### config.mk
export PLATFORM = sky130hd
export DESIGN_NAME = plru_array
export DESIGN_NICKNAME = d
export VERILOG_FILES = /design/src/rtl/cache_types_pkg.sv /design/src/rtl/plru_tree.sv /design/src/rtl/plru_array.sv
export SDC_FILE = /design/constraint.sdc
export NUM_CORES = 1
export LEC_CHECK = 0
export BUFFER_PORTS_ARGS = -buffer_cell sky130_fd_sc_hd__buf_2
export CORE_MARGIN = 4
export CORE_UTILIZATION = 55
export DETAILED_ROUTE_END_ITERATION = 8
export PLACE_DENSITY = 0.74
export SLEW_MARGIN = 20
export SYNTH_ARGS = -nofsm -noshare
export SYNTH_HDL_FRONTEND = slang
export SYNTH_SLANG_ARGS = --single-unit
### constraint.sdc
create_clock -name clk -period 7.03 [get_ports clk]
set_input_delay 2.109 -clock clk [delete_from_list [all_inputs] [get_ports clk]]
set_output_delay 2.109 -clock clk [all_outputs]
set_load 0.03 [all_outputs]
### src/rtl/cache_types_pkg.sv
// Shared widths and types for the set-associative cache replacement logic.
package cache_types_pkg;

    localparam int s_way     = 2;
    localparam int s_way_num = 2 ** s_way;
    localparam int s_plru    = 2 ** s_way - 1;
    localparam int s_index   = 4;
    localparam int num_sets  = 2 ** s_index;

    typedef logic [s_plru-1:0]    plru_bits_t;
    typedef logic [s_way-1:0]     way_t;
    typedef logic [s_index-1:0]   index_t;
    typedef logic [s_way_num-1:0] way_vec_t;

    // Tree node indices never exceed s_plru-1, which always fits in s_way bits.
    typedef logic [s_way-1:0] node_t;

endpackage

### src/rtl/plru_tree.sv
// Combinational tree-PLRU math: MRU update on touch and victim walk on lookup.
module plru_tree
    import cache_types_pkg::*;
(
    input  logic [s_plru-1:0]    upd_bits,
    input  logic [s_way-1:0]     upd_way,
    output logic [s_plru-1:0]    upd_bits_next,
    input  logic [s_plru-1:0]    sel_bits,
    input  logic [s_way_num-1:0] sel_way_valid,
    output logic [s_way-1:0]     sel_victim
);

    function automatic node_t next_node(input node_t node, input logic go_right);
        return node_t'({node, 1'b1} + {{s_way{1'b0}}, go_right});
    endfunction

    // Each node on the path points away from the touched way.
    function automatic plru_bits_t plru_touch(input plru_bits_t bits, input way_t way);
        plru_bits_t res;
        node_t      node;
        logic       go_right;
        res  = bits;
        node = '0;
        for (int d = 0; d < s_way; d++) begin
            go_right  = way[s_way-1-d];
            res[node] = ~go_right;
            node      = next_node(node, go_right);
        end
        return res;
    endfunction

    function automatic way_t plru_victim(input plru_bits_t bits, input way_vec_t valid);
        way_t  res;
        node_t node;
        logic  go_right;
        res  = '0;
        node = '0;
        if (valid != '1) begin
            for (int i = s_way_num - 1; i >= 0; i--) begin
                if (!valid[i]) res = way_t'(i);
            end
        end else begin
            for (int d = 0; d < s_way; d++) begin
                go_right         = bits[node];
                res[s_way-1-d]   = go_right;
                node             = next_node(node, go_right);
            end
        end
        return res;
    endfunction

    assign upd_bits_next = plru_touch(upd_bits, upd_way);
    assign sel_victim    = plru_victim(sel_bits, sel_way_valid);

endmodule

### src/rtl/plru_array.sv
// Per-set PLRU storage with write-first bypass and a registered victim output.
module plru_array
    import cache_types_pkg::*;
(
    input  logic                 clk,
    input  logic                 rst,
    input  logic                 lookup_valid,
    input  logic [s_index-1:0]   lookup_index,
    input  logic [s_way_num-1:0] way_valid,
    input  logic                 touch_valid,
    input  logic [s_index-1:0]   touch_index,
    input  logic [s_way-1:0]     touch_way,
    output logic                 victim_valid,
    output logic [s_way-1:0]     victim_way
);

    plru_bits_t plru_mem [num_sets];
    plru_bits_t touched_bits;
    plru_bits_t lookup_bits;
    way_t       victim_next;
    logic       bypass;

    // A same-cycle touch to the looked-up set must be visible to the lookup.
    assign bypass      = touch_valid && (touch_index == lookup_index);
    assign lookup_bits = bypass ? touched_bits : plru_mem[lookup_index];

    plru_tree u_tree (
        .upd_bits      (plru_mem[touch_index]),
        .upd_way       (touch_way),
        .upd_bits_next (touched_bits),
        .sel_bits      (lookup_bits),
        .sel_way_valid (way_valid),
        .sel_victim    (victim_next)
    );

    always_ff @(posedge clk) begin
        if (!rst) begin
            for (int i = 0; i < num_sets; i++) begin
                plru_mem[i] <= '0;
            end
            victim_valid <= 1'b0;
            victim_way   <= '0;
        end else begin
            if (touch_valid) begin
                plru_mem[touch_index] <= touched_bits;
            end
            victim_valid <= lookup_valid;
            if (lookup_valid) begin
                victim_way <= victim_next;
            end
        end
    end

endmodule

== After elaboration in Yosys (flattened, before gate mapping) ==
Memory sizes are Yosys's and may differ from the RTL's.
Cells that the tools add are included.

* $add $sub $neg: 2
* Magnitude comparators: 3
* Equality and inequality tests: 2
* Muxes and demuxes: 18
* Bitwise logic cells: 2
* Reduce and logical (&&, ||, !) cells: 3

{| class="wikitable"
|+ Operators with widths
! kind !! count
|-
| $mux 2 || 5
|-
| $mux 1 || 7
|-
| $lt 2x3->1 const B || 2
|-
| $mux 3 || 2
|-
| $add 1x1->2 const A || 2
|-
| $eq 4x4->1 || 1
|-
| $mux 4 || 1
|-
| $ne 4x4->1 const B || 1
|-
| $bwmux 3 || 1
|-
| $reduce_or 3->1 || 1
|-
| $bmux 1 s2 || 1
|-
| $demux 1 s2 || 1
|-
| $ge 2x1->1 const B || 1
|-
| $logic_and 1x1->1 || 2
|-
| $not 1->1 || 2
|}

* Register bits: 3
* Bits in writable memories: 48
* Input bits: 18
* Output and inout port bits: 3
* Word-level logic and storage cells: 33
* Memories kept: 1

{| class="wikitable"
|+ Memory list
! name !! words !! width !! rd ports !! clocked after memory_dff !! write ports !! line !! source
|-
| plru_mem || 16 || 3 || 2 || 0 || 16 || plru_array.sv:17 || <nowiki>plru_bits_t plru_mem [num_sets];</nowiki>
|}

== Longest topological paths before layout ==
Gate-level depths: netlist (run 1).

* Depth after elaboration: 11
* Gate-level depth with buffers: 9
* Depth with buffers taken out: 6

== Cells and area by module ==
A second synthesis (run 1) with hierarchy kept.

* Cell total of the unflattened synthesis: 217
* Area, all modules: 3049.2 µm²

{| class="wikitable"
|+ Modules (own cells, without submodules)
! module !! times used !! cells an instance !! area each (µm²) !! sequential area each (µm²)
|-
| plru_array || 1 || 205 || 2981.6 || 1501.4
|-
| plru_tree || 1 || 12 || 67.6 || 0.0
|}

== Least setup slack after synthesis (run 1) ==
Ideal clock, no wire load.

* Path kind: input -> register
* Start: in touch_index[1]
* End: mem plru_mem[11][1] in the netlist's numbering, data pin
* Library setup time: 0.257 ns
* Arrival: 3.539 ns
* Data required time: 6.773 ns
* Setup slack: 3.234 ns
* Cell stages on the path: 9
* Buffers on the path: 3
* Path through: buf_2 > buf_4 > mux2i_1 > a22oi_1 > nand3_1 > o21ai_0 > nor2_1 > buf_2 > nor2_1

{| class="wikitable"
|+ RTL lines
! element !! line !! source
|-
| start: declaration || plru_array.sv:11 || <nowiki>input logic [s_index-1:0] touch_index,</nowiki>
|-
| end: declaration || plru_array.sv:17 ||
|}

==> results of run 1 <==
-- path summary, 6_finish.rpt --
check,endpoint,slack [ps]
min reg2reg,victim_way[1],480
max,plru_mem[11][2],2930
max reg2reg,plru_mem[12][1],4810
min,victim_way[1],480
-- Yosys cell counts --
cell,instances,share of area (%)
dfxtp_1,3,2.2
nand2_1,39,5.2
inv_1,4,0.54
mux4_1,11,10
a2111oi_0,1,0.31
mux2i_1,22,7.9
o21ai_0,3,0.54
xor2_1,3,0.94
a31oi_1,1,0.22
a21oi_1,3,0.54
and2_1,2,0.45
a22oi_1,4,1.1
buf_4,1,0.27
o21ai_1,1,0.18
o221ai_2,1,0.54
nand2b_1,1,0.22
mux2_4,1,0.54
clkbuf_1,5,0.67
nand4b_1,1,0.31
buf_1,2,0.27
xnor2_1,1,0.31
nor2_1,56,7.5
nand3b_1,1,0.27
nand3_1,10,1.8
a211oi_1,1,0.27
nor4_2,1,0.45
buf_6,1,0.40
nor3_1,2,0.36
nor2b_1,5,1.1
buf_2,5,0.90
edfxtp_1,48,52
mux4_2,2,1.6
-- cells by family (layout without fill, tap and decap cells) --
| family | after synthesis | count (layout) | synth area share (%) |
|---|---|---|---|
| flops | 51 | 51 | 53.8 |
| buf+inv | 18 | 33 | 3.05 |
| compound gates | 15 | 15 | 3.68 |
| mux | 36 | 36 | 20.4 |
| simple gates | 118 | 118 | 17.8 |
| xor+xnor | 4 | 4 | 1.26 |
-- worst reg2reg max path: cells and delay by family (launching register included) --
kind             cells  cell delay, ps
AO/OA/AOI/OAI        2             630
flip-flops           1             420
AND/OR/NAND/NOR      3             910
-- power groups by stage --
stage	Combinational (W)	Clock [W]	Sequential, W
after floorplan	0.0000585	0	0.000357
after global placement	0.0000809	0	0.000358
after detailed placement	0.0000824	0	0.000358
after CTS	0.0000829	0.000161	0.000351
after global routing	0.0000906	0.000178	0.000353
final	0.0000831	0.000160	0.000352
-- area by class of cell --
class,instances,area share [%]
clock buffer,7,2.55
clock inverter,1,0.167
inverter,4,0.501
multi-input combinational,173,40.2
sequential,51,50.1
tap,67,2.80
timing repair buffer,21,3.59
-- metrics by stage --
step	hold slack (ps)	cell area, sq um
5_1_grt	537	2990
4_1_cts	482	2990
6_report	479	2990
3_3_place_gp	460	2910
3_5_place_dp	470	2910
2_1_floorplan	598	2790
-- registers in the layout, summed over array words and instances, names as in the netlist --
signal	count
plru_mem	48
victim_valid	1
victim_way	2
-- routing by layer --
layer	part of all wire, %	wire [microns]	track usage, %	up-vias
li1	-	-	-	905
met1	43	2600	28.0	924
met2	50	3030	35.5	64
met3	5.5	331	3.97	10
met4	1.5	92	6.70	0
met5	0	0	0	-
==> results.yml, run 1 <==
status:
  run_status: "finished, final reports clean"
floorplanning:
  core.rowCount: 25
  initial_core_util_pct: 57.9
  core-area_sq_um: 4820
  design.die.area_sq_um: 6270
  boundaryPins: 21
  floorplan.die.width_microns: 79.2
  fp.dieH_microns: 79.2
worst_setup_path:
  worstPathCellList: "buf_2 > mux2i_1 > a22oi_1 > nand3_1 > nand2_1 > a21oi_1 > buf_4 > nor2_1"
  path_delay_family: "buffers and inverters"
  path_class: "input pin to flip-flop"
  worst-endpoint-arrival_ps: 4150
  crit_path_max_fanout: 25
  timing.critical_path.slowest_cell_delay_ps: 580
  slowest_stage: "a21oi_1"
  critical_path_depth: 8
  worstSetupStartpointType: "input pin"
  critical_path.endpoint_type: "flip-flop"
  cp.required_ps: 7080
  regToRegStartpoint: "plru_mem[0][1]"
  cp_num_buf_inv: 2
  startpoint: "touch_index[1]"
  reg2regPathDepth: 5
sta:
  max_slew.worst_pin.slew_ps: 749
  final-max-slew-violation-count: 0
  final.setup_skew_ps: 9.42
  hold_fails_final_rpt: 0
  maxClockFrequency_mhz: 244
  layout_worst_path_cycle_share_pct: 58.3
  unrepaired_setup_endpoints_after_global_routing: "no"
  setup_violations: 0
  sum_of_negative_setup_slack_ps: 0
  final_period_minus_worst_setup_slack_ps: 4100
  final_critical_path_setup_slack_ps: 2930
  timing.slew.headroom_pct: 50.0
finish:
  area_growth_pct: 7.36
  num_antenna_cells: 0
  layout.area.seq_sq_um: 1500
  mostFrequentLayoutCell: "nor2_1"
  most-common-layout-cells: "55 x nor2_1, 48 x edfxtp_1, 39 x nand2_1"
  finalNonFillerCells: 324
  multiInputGateArea_sq_um: 1200
  finish.utilization_pct: 62.2
  finish.net_count: 274
  layout_cells_sized_above_1_pct: 12.8
  num-fill-cells: 396
grt:
  overflow: 0
  grt_antenna_before_repair: 0
  grt_max_degree: 26
  grt.total_usage_pct: 21.2
  first_pass_grt_wire_length_mm: 9.94
  first_global_vias: 1948
power:
  power.net_switching_w: 0.000147
  design_power_total_w: 0.000594
  sequentialPowerShare_pct: 59.1
  p_leak_nw: 1.18
  clock_power_share_pct: 26.9
  switching_share_pct: 24.7
  worst_ir_drop_vdd_mv: 0.0957
  internal_power_w: 0.000448
  pwr-share-comb_pct: 14.0
  power.density_nw_per_um2: 199
route:
  drtAntennaViolNets: 0
  vias: 1903
  firstDrtPassIters: 4
  route.detailed.wl_per_inst_microns: 18.7
  initial_detailed_routing_violation_count: 121
  vias_per_cell: 5.87
  drt_drc_violations_left: 0
  drt_wl_total_mm: 6.05
synth:
  synth.lib_cells_used.distinct: 32
  ys_warn_count: 0
  synthesis.nets: 260
  avg_cell_area_syn_sq_um: 11.5
  seq_area_frac_synth_pct: 53.8
  synth.cell_area_sq_um: 2790
  syn_inst: 242
  yosys_register_bits: 51
clock_tree:
  root_buffer_cell: "clkbuf_8"
  clk_pin_slew_worst_paths_ps: 90
  clkSinkCount: 51
  post_cts.repair.setup_buffers: 0
  clk_buf_depth: 2
  post_cts.resized_instances: 0
  cts_hold_buffers: 0
  cts_tree: "yes"
  insertion_delay_ps: 300
  clock_tree.htree_level_count: 2
  numCtsBuffers: 5
placed_design:
  portBuffers: 20
  detailed_place_hpwl_mm: 4.36
  dp.cells: 316
  globalplace.congestion: 0.818
  pre_cts_ws_ps: 2410
worst_hold_path:
  hold-path-cell-count: 2
  worst_hold_path_type: "flip-flop to flip-flop"
  worst_min_path_start: "victim_way[1]"
run:
  drv_cap: 0
No activity file was read; power rests on OpenSTA's default activity.
==> run 2: changes to the inputs <==
--- a/config.mk
+++ b/config.mk
@@ -5,11 +5,12 @@
 export SDC_FILE = /design/constraint.sdc
 export NUM_CORES = 1
 export LEC_CHECK = 0
+export ABC_AREA = 1
 export BUFFER_PORTS_ARGS = -buffer_cell sky130_fd_sc_hd__buf_2
 export CORE_MARGIN = 4
 export CORE_UTILIZATION = 55
 export DETAILED_ROUTE_END_ITERATION = 8
-export PLACE_DENSITY = 0.74
+export PLACE_DENSITY = 0.76
 export SLEW_MARGIN = 20
 export SYNTH_ARGS = -nofsm -noshare
 export SYNTH_HDL_FRONTEND = slang
==> constraint.sdc (replaced) <==
create_clock -name clk -period 3.45 [get_ports clk]
set_input_delay 1.035 -clock clk [delete_from_list [all_inputs] [get_ports clk]]
set_output_delay 1.035 -clock clk [all_outputs]
set_load 0.03 [all_outputs]
==> results.yml, run 2 <==
clock_tree:
  clock_tree.htree_level_count: 2
  root_buffer_cell: "clkbuf_8"
  clk_buf_depth: 2
  clkSinkCount: 51
  numCtsBuffers: 5
  insertion_delay_ps: 310
  cts_tree: "yes"
  cts_hold_buffers: 0
  post_cts.repair.setup_buffers: 0
  post_cts.resized_instances: 0
  clk_pin_slew_worst_paths_ps: 90
grt:
  first_global_vias: 2490
  grt_antenna_before_repair: 0
  grt_max_degree: 31
  grt.total_usage_pct: 21.7
  first_pass_grt_wire_length_mm: 12.0
  overflow: 0
worst_setup_path:
  path_class: "input pin to flip-flop"
  worstPathCellList: "buf_2 > inv_2 > nand2_1 > nand2_1 > nand2_1 > nand3_1 > nand2_1 > nand2_1 > o21ai_2 > o21a_4 > nor2_1"
  ff2ff_setup_slack_ps: 1770
  critical_path.endpoint_type: "flip-flop"
  path_delay_family: "buffers and inverters"
  crit_path_max_fanout: 24
  timing.critical_path.slowest_cell_delay_ps: 370
  worst-endpoint-arrival_ps: 2590
  slowest_stage: "buf_2"
  path_common_cell: "nand2_1"
  worstSetupStartpointType: "input pin"
  cp_num_buf_inv: 2
  cp.required_ps: 3510
route:
  firstDrtPassIters: 5
  drt_wl_total_mm: 7.39
  vias: 2767
  route.detailed.wl_per_inst_microns: 14.8
  drt_drc_violations_left: 0
  vias_per_cell: 5.56
  drtAntennaViolNets: 0
  initial_detailed_routing_violation_count: 324
floorplanning:
  core-area_sq_um: 5270
  initial_core_util_pct: 58.4
  core.rowCount: 26
  floorplan.die.width_microns: 82.8
  boundaryPins: 21
  design.die.area_sq_um: 6860
  fp.dieH_microns: 82.8
synth:
  synth.top_cells.by_area: "edfxtp_1 47%, nand2_1 21%, nor2_1 7.2%"
  synth_commonest_cells: "171 x nand2_1, 59 x nor2_1, 48 x edfxtp_1, 40 x inv_1, 37 x nand3_1"
  synth_async_reset_ratio_pct: 0
  synth.cell_area_sq_um: 3080
  syn_inst: 415
  seq_area_frac_synth_pct: 48.8
  most_frequent_cell_after_synthesis: "nand2_1"
  synth_top_area_share_pct: 46.8
  synthesis.nets: 433
  synth-edff-count: 48
  ys_warn_count: 0
  yosys_register_bits: 51
  synth.lib_cells_used.distinct: 25
  synth_top_cell_by_area: "edfxtp_1"
  avg_cell_area_syn_sq_um: 7.42
  synthFlopType: "edfxtp_1"
sta:
  hold_fails_final_rpt: 0
  sum_of_negative_setup_slack_ps: 0
  final.setup_skew_ps: 8.15
  final-max-slew-violation-count: 0
  setup_violations: 0
  timing.slew.headroom_pct: 67.7
  max_slew.worst_pin.slew_ps: 485
  maxClockFrequency_mhz: 396
  final_period_minus_worst_setup_slack_ps: 2530
  layout_worst_path_cycle_share_pct: 73.2
  unrepaired_setup_endpoints_after_global_routing: "no"
finish:
  layout_cells_sized_above_1_pct: 10.7
  area_growth_pct: 5.65
  largest_registers_ranked_by_flip_flop_count: "plru_mem: 48 flops, victim_way: 2 flops, victim_valid: 1 flops"
  finish.net_count: 445
  largest-register: "plru_mem"
  multiInputGateArea_sq_um: 1270
  mostFrequentLayoutCell: "nand2_1"
  finish.utilization_pct: 61.7
  flip_flop_count_of_the_largest_register_all_copies_and_words_added: 48
  num-fill-cells: 488
  layout.area.seq_sq_um: 1500
  num_antenna_cells: 0
  most-common-layout-cells: "171 x nand2_1, 59 x nor2_1, 48 x edfxtp_1"
power:
  worst_ir_drop_vdd_mv: 0.211
  p_leak_nw: 1.52
  power.density_nw_per_um2: 395
placed_design:
  portBuffers: 20
  globalplace.congestion: 0.914
  detailed_place_hpwl_mm: 5.20
status:
  run_status: "finished, final reports clean"
run:
  drv_cap: 0
worst_hold_path:
  worst_hold_path_type: "flip-flop to flip-flop"
## run 2: cell types whose count changed after synthesis, sizes merged, moves of 11 or more
cell	delta
mux4	-13
nor2	+11
nand2	+132
o21ai	+12
mux2i	-22
inv	+40
nand3	+27
## run 2: metrics by stage
stage / worst slack, ps / power, W / hold slack, ps / cells / cell area [sq um]
floorplan: 1140 / 0.000872 / 596 / 415 / 3080
global placement: 689 / 0.000917 / 454 / 490 / 3150
detailed placement: 628 / 0.000921 / 460 / 490 / 3150
CTS: 965 / 0.00129 / 474 / 498 / 3250
global route: 758 / 0.00134 / 503 / 498 / 3250
finish: 923 / 0.00129 / 477 / 498 / 3250
## run 2: worst min-delay path, stage by stage, from the launching register on
cell and delay [ps]:
dfxtp_1 320, nand3_1 70, nand2_1 50
## run 2: path summary, 6_finish.rpt
kind	from	endpoint	cells after the start
hold reg to reg	victim_way[1]	victim_way[1]	2
setup / recovery	touch_index[0]	plru_mem[11][1]	11
hold / removal	victim_way[1]	victim_way[1]	2
setup reg to reg	plru_mem[11][1]	plru_mem[11][1]	9
## run 2: layout make-up
class	count	share of cell area (%)
Clock buffer	8	3.08
Inverter	44	5.16
Multi-Input combinational cell	302	39.1
Sequential cell	51	46.2
Tap cell	70	2.69
Timing Repair Buffer	23	3.77
## run 2: kinds of logic (layout without fill, tap and decap cells)
group | count (synthesis) | after routing | synth area share, %
buffers and inverters | 62 | 75 | 9.88
and+or+nand+nor | 277 | 277 | 36.2
AOI/OAI and AO/OA | 25 | 25 | 5.12
DFF | 51 | 51 | 48.8
## run 2: where the power goes
group / switching [W] / internal, W
combinational: 0.000137 / 0.0000565
sequential: 0.0000129 / 0.000703
clock: 0.000193 / 0.000183
total: 0.000343 / 0.000943
## run 2: metal layers
metal	share of wire [%]	routed length [microns]	vias up	global-route usage [%]
li1	-	-	1334	-
met1	44	3240	1278	29.0
met2	46	3430	137	35.2
met3	7.6	562	18	4.65
met4	2.2	159	0	6.84
met5	0	0	-	0
==> run 3: changes to the inputs <==
==> constraint.sdc (replaced) <==
create_clock -name clk -period 2.1 [get_ports clk]
set_input_delay 0.63 -clock clk [delete_from_list [all_inputs] [get_ports clk]]
set_output_delay 0.63 -clock clk [all_outputs]
set_load 0.03 [all_outputs]
==> results.yml, run 3 (synthesis gave the netlist of run 2 again) <==
clock_tree:
  root_buffer_cell: "clkbuf_8"
  clk_buf_depth: 2
  insertion_delay_ps: 300
  cts_tree: "yes"
  clock_tree.htree_level_count: 2
  numCtsBuffers: 5
  post_cts.repair.setup_buffers: 0
  cts_hold_buffers: 0
  post_cts.resized_instances: 0
  clkSinkCount: 51
  clk_pin_slew_worst_paths_ps: 90
placed_design:
  detailed_place_hpwl_mm: 5.58
  portBuffers: 20
  globalplace.congestion: 0.935
worst_hold_path:
  worst_hold_path_type: "flip-flop to flip-flop"
floorplanning:
  boundaryPins: 21
  initial_core_util_pct: 58.4
  floorplan.die.width_microns: 82.8
  fp.dieH_microns: 82.8
  core-area_sq_um: 5270
  core.rowCount: 26
  design.die.area_sq_um: 6860
worst_setup_path:
  cp.required_ps: 2150
  cp_num_buf_inv: 2
  path_common_cell: "nand2_1"
  crit_path_max_fanout: 16
  slowest_stage: "o21a_4"
  path_delay_family: "compound AO/OA/AOI/OAI gates"
  worstSetupStartpointType: "input pin"
  critical_path.endpoint_type: "flip-flop"
  worstPathCellList: "buf_2 > buf_12 > nand2_1 > nor2_1 > a21oi_1 > nand2_1 > nand2_1 > nand2_1 > o21ai_2 > o21a_4 > nor2_1"
  path_class: "input pin to flip-flop"
  timing.critical_path.slowest_cell_delay_ps: 300
  worst-endpoint-arrival_ps: 1890
finish:
  largest_registers_ranked_by_flip_flop_count: "plru_mem: 48 flops, victim_way: 2 flops, victim_valid: 1 flops"
  area_growth_pct: 8.94
  finish.utilization_pct: 63.6
  largest-register: "plru_mem"
  mostFrequentLayoutCell: "nand2_1"
  flip_flop_count_of_the_largest_register_all_copies_and_words_added: 48
  most-common-layout-cells: "171 x nand2_1, 59 x nor2_1, 48 x edfxtp_1"
  finish.net_count: 456
  num_antenna_cells: 0
  layout_cells_sized_above_1_pct: 12.8
sta:
  final-max-slew-violation-count: 0
  setup_violations: 0
  final.setup_skew_ps: 10.0
  max_slew.worst_pin.slew_ps: 398
  final_period_minus_worst_setup_slack_ps: 1840
  hold_fails_final_rpt: 0
  unrepaired_setup_endpoints_after_global_routing: "no"
  timing.slew.headroom_pct: 73.2
  maxClockFrequency_mhz: 543
  layout_worst_path_cycle_share_pct: 87.6
  hold-worst-slack_ps: 476
power:
  p_leak_nw: 1.58
  worst_ir_drop_vdd_mv: 0.494
  design_power_total_w: 0.00206
  power.density_nw_per_um2: 613
status:
  run_status: "finished, final reports clean"
route:
  drtAntennaViolNets: 0
  firstDrtPassIters: 5
  vias_per_cell: 5.47
  drt_drc_violations_left: 0
  route.detailed.wl_per_inst_microns: 14.8
  vias: 2784
  drt_wl_total_mm: 7.54
  initial_detailed_routing_violation_count: 199
run:
  drv_cap: 0
grt:
  first_global_vias: 2691
  grt_antenna_before_repair: 0
  grt.total_usage_pct: 22.9
  overflow: 0
  first_pass_grt_wire_length_mm: 12.7
  grt_max_degree: 31
run 3: cell types whose count changed in the layout (fill, tap and decap cells not counted), sizes merged:
cell,change
buf,+11
clkinv,+1
clkbuf,-1
run 3: layout make-up:
cell class,instances,area [sq um]
flip-flops and latches,51,1500
clock buffers,7,76.3
repair buffers,34,243
multi-input cells,302,1270
clock inverters,1,5.00
well taps,70,87.6
fillers,491,1920
inverters,44,168
run 3: worst paths after layout:
| kind | startpoint | cells after the start | slack, ps | to |
|---|---|---|---|---|
| worst max-delay path | touch_index[0] | 11 | 260 | plru_mem[15][1] |
| worst max register to register | plru_mem[11][1] | 9 | 450 | plru_mem[15][1] |
| worst min register to register | victim_way[1] | 2 | 480 | victim_way[1] |
| worst min-delay path | victim_way[1] | 2 | 480 | victim_way[1] |
run 3: metrics by stage:
step / area [sq um] / worst slack (ps) / setup TNS (ps) / cells
finish: 3350 / 259 / 0 / 509
global route: 3350 / 125 / 0 / 509
CTS: 3350 / 276 / 0 / 509
detailed placement: 3270 / -42.9 / -444 / 501
global placement: 3270 / 20.1 / 0 / 501
floorplan: 3080 / 192 / 0 / 415
run 3: metal layers:
metal | routed length [microns] | vias to the layer above | track usage (%)
li1 | - | 1353 | -
met1 | 3190 | 1279 | 30.2
met2 | 3480 | 129 | 37.0
met3 | 616 | 23 | 4.55
met4 | 242 | 0 | 9.21
met5 | 0 | - | 0
run 3: worst reg2reg max path, delay by kind of cell (launching register included):
family | cells | cell delay (ps)
and+or+nand+nor | 5 | 330
AOI/OAI and AO/OA | 3 | 580
buffers and inverters | 1 | 110
DFF | 1 | 380
run 3: power by group:
part           internal (W)  total [W]  switching (W)
clock              0.000234   0.000532       0.000298
combinational      0.000115   0.000351       0.000237
sequential          0.00115    0.00117      0.0000180
